File: src/rtl/bcd_down_counter.sv
// Multi-digit BCD countdown timer with load, terminal-count pulse and optional
// periodic auto-reload. All outputs are registered.
module bcd_down_counter #(
    parameter int unsigned DIGITS         = 2,
    parameter bit          RELOAD_DEFAULT = 1'b0
) (
    input  logic                  clk,
    input  logic                  clear,
    input  logic                  load,
    input  logic [4*DIGITS-1:0]   load_val,
    input  logic                  en,
    input  logic                  auto_reload,
    output logic [4*DIGITS-1:0]   count,
    output logic                  tc,
    output logic                  running,
    output logic                  done
);

    localparam int unsigned W = 4 * DIGITS;

    logic [W-1:0] reload_q;
    logic         mode_q;

    logic [W-1:0] sat_val;
    logic [W-1:0] dec_val;
    logic         borrow;

    logic [W-1:0] count_n;
    logic [W-1:0] reload_n;
    logic         mode_n;
    logic         tc_n;
    logic         running_n;
    logic         done_n;

    // Clamp each preset digit to 9 so the counter only ever holds valid BCD.
    always_comb begin
        sat_val = '0;
        for (int i = 0; i < int'(DIGITS); i++) begin
            if (load_val[4*i +: 4] > 4'd9) begin
                sat_val[4*i +: 4] = 4'd9;
            end else begin
                sat_val[4*i +: 4] = load_val[4*i +: 4];
            end
        end
    end

    // Single-cycle decimal borrow ripple across all digits.
    always_comb begin
        dec_val = count;
        borrow  = 1'b1;
        for (int i = 0; i < int'(DIGITS); i++) begin
            if (borrow) begin
                if (count[4*i +: 4] == 4'd0) begin
                    dec_val[4*i +: 4] = 4'd9;
                end else begin
                    dec_val[4*i +: 4] = count[4*i +: 4] - 4'd1;
                    borrow            = 1'b0;
                end
            end
        end
    end

    always_comb begin
        count_n   = count;
        reload_n  = reload_q;
        mode_n    = mode_q;
        tc_n      = 1'b0;
        running_n = running;
        done_n    = done;

        if (load) begin
            count_n   = sat_val;
            reload_n  = sat_val;
            mode_n    = auto_reload;
            done_n    = 1'b0;
            running_n = (sat_val != '0);
        end else if (en && running) begin
            if (count == W'(1)) begin
                count_n = '0;
                tc_n    = 1'b1;
                if (!mode_q) begin
                    running_n = 1'b0;
                    done_n    = 1'b1;
                end
            end else if (count == '0) begin
                // Only reachable in periodic mode: restart without a second tc.
                count_n = reload_q;
            end else begin
                count_n = dec_val;
            end
        end
    end

    always_ff @(posedge clk or posedge clear) begin
        if (clear) begin
            count    <= '0;
            reload_q <= '0;
            mode_q   <= RELOAD_DEFAULT;
            tc       <= 1'b0;
            running  <= 1'b0;
            done     <= 1'b0;
        end else begin
            count    <= count_n;
            reload_q <= reload_n;
            mode_q   <= mode_n;
            tc       <= tc_n;
            running  <= running_n;
            done     <= done_n;
        end
    end

endmodule
File: config.mk
export PLATFORM = sky130hd
export DESIGN_NAME = bcd_down_counter
export DESIGN_NICKNAME = d
export VERILOG_FILES = /design/src/rtl/bcd_down_counter.sv
export SDC_FILE = /design/constraint.sdc
export NUM_CORES = 1
export LEC_CHECK = 0
export ABC_AREA = 1
export CORE_MARGIN = 5
export CORE_UTILIZATION = 30
export CTS_CLUSTER_DIAMETER = 80
export CTS_CLUSTER_SIZE = 14
export DETAILED_ROUTE_END_ITERATION = 8
export PLACE_DENSITY = 0.63
export SLEW_MARGIN = 25
export SYNTH_ARGS = -nofsm -noshare
export SYNTH_HDL_FRONTEND = slang
export SYNTH_SLANG_ARGS = --single-unit
File: constraint.sdc
create_clock -name clk -period 1.5 [get_ports clk]
set_input_delay 0.375 -clock clk [delete_from_list [all_inputs] [get_ports clk]]
set_output_delay 0.375 -clock clk [all_outputs]
set_load 0.02 [all_outputs]
==> results of run 1 <==
-- tightest hold or removal path: stages --
cell and delay (ns):
clkdlybuf4s50_1 0.39, inv_1 0.05, buf_4 0.26
-- final timing paths --
kind,to,slack [ns],cells after the start
min in group clk,mode_q,0.47,2
max,count[5],0.09,1
min reg2reg,mode_q,0.47,2
min,reload_q[5],0.42,3
max in group asynchronous,count[0],0.86,3
max reg2reg,count[7],0.13,9
-- flip-flops by register name, summed over array words and instances, names as in the netlist --
name / count
count: 8
done: 1
mode_q: 1
reload_q: 8
running: 1
tc: 1
-- kinds of logic (layout without fill, tap and decap cells) --
kind of cell | count (synthesis) | in the layout
and+or+nand+nor | 98 | 98
AOI/OAI and AO/OA | 16 | 16
DFF | 20 | 20
buffers and inverters | 21 | 58
-- placed cells by master, fill, tap and decap left out --
master and instances:
a21boi_0 1, a21oi_1 3, a21oi_2 1, a22oi_1 1, buf_4 13, bufinv_16 1
clkbuf_8 3, clkdlybuf4s50_1 12, clkinv_4 1, dfrtp_1 20, dlygate4sd2_1 11, inv_1 15
inv_2 2, nand2_1 61, nand2_4 4, nand3_1 7, nand3_2 1, nand4_1 2
nor2_1 13, nor2_2 3, nor2_4 3, nor2_8 1, nor3_1 2, o211ai_1 1
o21a_1 1, o21ai_0 3, o21ai_1 4, o21bai_1 1, or2_1 1
-- layout make-up --
class                           count  area [sq um]  share of cell area
Multi-Input combinational cell    114         565.5              0.3570
Inverter                           18         72.57             0.04581
Timing Repair Buffer               36         314.1              0.1983
Clock buffer                        3         41.29             0.02607
Tap cell                           48         60.06             0.03791
Clock inverter                      1         30.03             0.01896
Sequential cell                    20         500.5              0.3160
-- where the power goes --
| group | switching (mW) | internal, mW | total, mW |
|---|---|---|---|
| Clock | 0.185 | 0.356 | 0.542 |
| Combinational | 0.480 | 0.326 | 0.807 |
| Sequential | 0.0517 | 0.620 | 0.671 |
-- layer usage --
metal | vias to the layer above | share of wire | track usage
met5 | - | 0 | 0
met4 | 0 | 0.027 | 0.05010
met3 | 7 | 0.036 | 0.02078
met2 | 18 | 0.45 | 0.1759
met1 | 466 | 0.49 | 0.1464
li1 | 555 | - | -
-- metrics by stage --
stage	instances	setup TNS [ns]	setup slack (ns)	util
6_report	240	0	0.09074	0.4263
5_1_grt	240	0	0.02461	0.4263
4_1_cts	240	0	0.07478	0.4263
3_5_place_dp	236	-0.1104	-0.06243	0.4108
3_3_place_gp	236	-0.04053	-0.03885	0.4108
2_1_floorplan	155	0	0.2414	-
-- repair_timing --
item,4_1_cts,5_1_grt
resized for setup,11,0
setup endpoints to repair,11,0
buffers inserted,0,0
==> summary.md, run 1 <==
| Metric | Value |
|---|---|
| Max-cap violations | 0 |
| Final setup viols | 0 |
| Slew @ Worst Pin | 0.2554 ns |
| Gate Count Post-Synth | 155 |
| Crit path required time | 1.12 ns |
| Root Driver | clkbuf_8 |
| Global-route usage over all layers | 0.1111 |
| Detailed Routing Iterations Pass 1 | 4 |
| ANT nets after route | 0 |
| Seq/Total Area, Yosys | 0.4315 |
| CP delay by family, top | flip-flops |
| Core footprint | 0.003716 sq mm |
| CP Launch Point | count[5] |
| Slew Limit Fails | 0 |
| Clk buf depth | 2 |
| H-tree lvl count | 1 |
| Slowest cell on crit path | dfrtp_1 |
| Post-synth top area cell | dfrtp_1 |
| Layout area overhead | 36.57% |
| Mux contribution to synthesized area | 0 |
| Worst r2r src | count[1] |
| Critical path buffers and inverters | 1 |
| CP Launch Type | register |
| Detailed-route DRC error count | 0 |
| Tmin final | 1.409 ns |
| Synth cell types | 26 |
| Simple-Gate Fraction of Synth Area | 0.4045 |
| Slowest stage delay, CP | 0.42 ns |
| Clock input transition at the sequential cells of the worst setup and hold paths | 0.08 ns |
| Gr ovfl total | 0 |
| Adder-Cell Fraction of Synth Area | 0 |
| Layout Skew | 0.007068 ns |
| Nets | 206 |
| Die X | 72.18 microns |
| Main combinational cell family by area after synthesis | simple AND/OR/NAND/NOR gates |
| Synthesized area | 0.001160 sq mm |
| Fin Hold WS | 0.4239 ns |
| Post-synth top cells | nand2_1 (61), dfrtp_1 (20), inv_1 (15) |
| Slew Limit Headroom | 0.8284 |
| Run status | finished, final reports clean |
| Drt initial violations | 74 |
| Dpl cell area | 0.001526 sq mm |
| Chip height | 72.18 microns |
| Num rows | 22 |
| Post-route cell area | 0.001584 sq mm |
| Post-synth EDFFs | 0 |
| Async SR Flop Fraction | 1.000 |
| Yosys warnings | 0 |
| Final Power | 2.020 mW |
| DIE AREA | 0.005210 sq mm |
| Fmax | 0.7096 GHz |
| CP Cell Sequence | dlygate4sd2_1 |
| Dominant synthesized flop cell | dfrtp_1 |
| Final period util | 0.9395 |
| Buffers on Ports | 23 |
| Initial antenna violation count | 0 |
| Complex-gate fraction of the synthesized area | 0.08306 |
| CP max FO | 3 |
| Total inserted antenna cells | 0 |
| Share of cells above drive strength 1 | 0.1719 |
| Setup CP Type | reg2out |
| Top-count cell post-synth | nand2_1 |
| Xor-xnor portion of the synthesized cell area | 0 |
| DR WL/cell | 11.22 microns |
| Hold Path Class | in2async |
| Top-area cell type share of the netlist area | 0.4315 |
| Filler Cells Inserted | 383 |
| Final hold violation count | 0 |
| Syn nets | 168 |
| I/O Pins | 24 |
| Global-route wire length before repair | 4636 microns |
| DR vias | 1,046 |
| LEAKAGE | 0.8580 nW |
| Sink Count | 20 |
| RSZ-0062 raised after global routing | false |
| Ranking of synthesized cells by area | dfrtp_1 (43%), nand2_1 (20%), inv_1 (4.9%) |
| Count of hold buffers inserted by post-cts repair | 0 |
| GPL Wtd Cong | 0.8380 |
| Crit path capture type | output pin |
| CTS tree | done |
| CTS buffer count | 3 |
| Worst-Skew Late Latency | 0.26 ns |
| Largest net degree at the start of global routing | 21 |
| WL final | 2693 microns |
| DR vias/cell | 4.358 |
| Pwr Density | 1275 mW/mm^2 |
| Mapped Avg Cell Area | 7.483 sq um |
| Synthesis-stage register bit count | 20 |
| Crit path DAT | 1.03 ns |
| Starting Density | 0.3121 |
| Vias in the first global route | 1,045 |
| Final HPWL DP | 2127 microns |
| Highest ir drop seen on vdd | 0.0003734 V |
Note: power is estimated with default switching activity, not from simulation.
==> run 2, diff against run 1 <==
ABC_AREA = not set   (was 1)
CORE_ASPECT_RATIO = 0.6   (was not set)
==> run 2 against run 1 <==
The run now ends with negative setup slack left; flip-flop and latch count unchanged; synthesized cell count decreased by 29%; count of clock-buffer cells in the layout increased by 1; utilization increased by 8.4 points; critical path type is now reg2reg; highest routed layer unchanged; first-iteration DRC count increased by 8.1%; clock power decreased by 24%; sequential share of layout area decreased by 1.7 points; worst hold slack improved by 0.0094 ns.
==> summary.md, run 2 <==
| Metric | Value |
|---|---|
| Run status | finished, violations left |
| Failing checks | negative setup slack |
| Synth cell types | 40 (+54%) |
| Slew Limit Fails | 0 (unchanged) |
| Filler Cells Inserted | 323 (-16%) |
| Total inserted antenna cells | 0 (unchanged) |
| Most frequent cells in the layout | buf_4 (28), dfrtp_1 (15), clkdlybuf4s50_1 (11) |
| Setup CP Type | reg2reg |
| Worst-Skew Late Latency | 0.26 ns (about the same) |
| Gate Count Post-Synth | 110 (-29%) |
| DIE AREA | 0.004865 sq mm (-6.6%) |
| DR WL/cell | 15.68 microns (+40%) |
| Hold Path Class | in2async |
| Final hold violation count | 0 (unchanged) |
| Gr ovfl total | 0 (unchanged) |
| LEAKAGE | 0.7442 nW (-13%) |
| Layout Skew | 0.007027 ns (-0.00004080 ns) |
| Starting Density | 0.3193 (+0.007156) |
| I/O Pins | 24 (unchanged) |
| Buffers on Ports | 23 (unchanged) |
| Final setup viols | 6 (+6) |
| Sink Count | 20 (unchanged) |
| Final period util | 1.075 (+0.1352) |
| Post-route cell area | 0.001697 sq mm (+7.1%) |
| Synthesized area | 0.001061 sq mm (-8.5%) |
| Num rows | 16 (-27%) |
| Yosys warnings | 0 (unchanged) |
| Setup WS post-layout | -0.1121 ns (-0.2028 ns) |
| Die X | 86.78 microns (+20%) |
| Tmin final | 1.612 ns (+0.2028 ns) |
| Share of cells above drive strength 1 | 0.4356 (+0.2637) |
| Dominant synthesized flop cell | dfrtp_1 |
| CP Launch Type | register |
| Most common cell after layout, fill and taps aside | buf_4 |
| Critical path buffers and inverters | 0 (-1) |
| Async SR Flop Fraction | 1.000 (unchanged) |
| Detailed Routing Iterations Pass 1 | 4 (unchanged) |
| Syn nets | 123 (-27%) |
| Seq/Total Area, Yosys | 0.4717 (+0.04020) |
| Slew Limit Headroom | 0.7999 (-0.02850) |
| Root Driver | clkbuf_8 |
| GPL Wtd Cong | 0.8829 (+5.4%) |
| Slowest cell on crit path | or4_4 |
| ANT nets after route | 0 (unchanged) |
| Final Power | 1.511 mW (-25%) |
| WL final | 3262 microns (+21%) |
| Crit path DAT | 1.76 ns (+0.73 ns) |
| Highest ir drop seen on vdd | 0.0003261 V (-13%) |
| Ranking of synthesized cells by area | dfrtp_1 (47%), o21ai_0 (4.2%), inv_1 (2.8%) |
| CP Cell Sequence | or4_4 > nor3b_4 > nand3_1 > a31o_2 |
| Post-synth EDFFs | 0 (unchanged) |
| Detailed-route DRC error count | 0 (unchanged) |
| Fmax | 0.6203 GHz (-13%) |
| Drt initial violations | 80 (+8.1%) |
| Pwr Density | 890.8 mW/mm^2 (-30%) |
| Synthesis-stage register bit count | 20 (unchanged) |
| Crit path capture type | register |
| Layout area overhead | 59.91% |
| Largest net degree at the start of global routing | 21 (unchanged) |
| Vias in the first global route | 1,047 (+0.19%) |
| CP max FO | 3 (unchanged) |
| CTS tree | done |
| Max-cap violations | 0 (unchanged) |
| CP delay by family, top | simple AND/OR/NAND/NOR gates |
| Core footprint | 0.003323 sq mm (-11%) |
| Final HPWL DP | 2399 microns (+13%) |
| Initial antenna violation count | 0 (unchanged) |
| Nets | 177 (-14%) |
| Crit path required time | 1.65 ns (+0.53 ns) |
| DR vias/cell | 5.212 (+20%) |
| Post-synth top area cell | dfrtp_1 |
| Clock input transition at the sequential cells of the worst setup and hold paths | 0.08 ns (about the same) |
| Global-route usage over all layers | 0.1380 (+0.02689) |
| Slew @ Worst Pin | 0.2978 ns (+0.04243 ns) |
| Mapped Avg Cell Area | 9.646 sq um (+29%) |
| Chip height | 56.07 microns (-22%) |
| Top-area cell type share of the netlist area | 0.4717 (+0.04020) |
| Global-route wire length before repair | 5299 microns (+14%) |
| Top-count cell post-synth | dfrtp_1 |
| Dpl cell area | 0.001553 sq mm (+1.7%) |
| Pre-CTS setup slack | -0.5464 ns (-0.4839 ns) |
| DR vias | 1,084 (+3.6%) |
| CTS buffer count | 3 (unchanged) |
| RSZ-0062 raised after global routing | true |
| Slowest stage delay, CP | 0.58 ns (+0.16 ns) |
| Post-synth top cells | dfrtp_1 (20), o21ai_0 (9), inv_1 (8), nand2_1 (8) |
| Clk buf depth | 2 (unchanged) |
| Biggest regs | count (8), reload_q (8) |
| H-tree lvl count | 1 (unchanged) |
run 2: cell families (layout without fill, tap and decap cells):
logic type      after synthesis  in the layout  share of synthesized area
buf+inv                      14             67                    0.04953
compound gates               34             34                     0.2194
xor+xnor                      2              2                    0.01651
mux                           2              2                    0.02122
flops                        20             20                     0.4717
simple gates                 38             38                     0.2217
run 2: worst paths after layout:
path,from,end,slack (ns),cells past startpoint
max in group asynchronous,clear,running,0.83,3
worst min-delay path,clear,reload_q[7],0.43,3
worst max register to register,count[7],running,-0.11,4
worst min register to register,reload_q[4],reload_q[4],0.51,2
min in group clk,reload_q[4],reload_q[4],0.51,2
worst max-delay path,count[7],running,-0.11,4
run 2: layout make-up:
type                    instances  area [sq um]  area share
flip-flops and latches         20         506.7      0.2987
clock buffers                   4         55.05     0.03245
multi-input cells              76         596.8      0.3518
inverters                       8         30.03     0.01770
repair buffers                 55         451.7      0.2662
well taps                      45         56.30     0.03319
run 2: what timing repair did:
| item | CTS | global route |
|---|---|---|
| pin swaps | 7 | 9 |
| hold buffers | 0 | 0 |
| setup endpoints to repair | 18 | 18 |
| buffers inserted | 2 | 1 |
| gates resized for setup | 25 | 23 |
run 2: layer usage:
| layer | track usage | up-vias | share of wire |
|---|---|---|---|
| met5 | 0 | - | 0 |
| met4 | 0.02667 | 0 | 0.018 |
| met3 | 0.04438 | 9 | 0.079 |
| met2 | 0.1928 | 42 | 0.44 |
| met1 | 0.2054 | 518 | 0.46 |
| li1 | - | 515 | - |
run 2: worst reg2reg max path: cells and delay by family (launching register included):
family           cells  cell delay, ns
AO/OA/AOI/OAI        1            0.21
flip-flops           1            0.40
AND/OR/NAND/NOR      3            0.89
run 2: power breakdown:
| group | internal [mW] | leakage (nW) | switching [mW] |
|---|---|---|---|
| Sequential | 0.589 | 0.239 | 0.0328 |
| Clock | 0.234 | 0.0288 | 0.180 |
| Combinational | 0.234 | 0.477 | 0.241 |
run 2: through the flow:
stage | utilization | hold slack [ns] | cells | TNS, ns
floorplan | - | 0.3385 | 110 | -0.4713
global placement | 0.4672 | 0.4824 | 201 | -3.008
detailed placement | 0.4672 | 0.4931 | 201 | -3.311
CTS | 0.4936 | 0.4493 | 207 | -0.4385
global route | 0.5105 | 0.4682 | 208 | -0.8756
finish | 0.5105 | 0.4333 | 208 | -0.4115
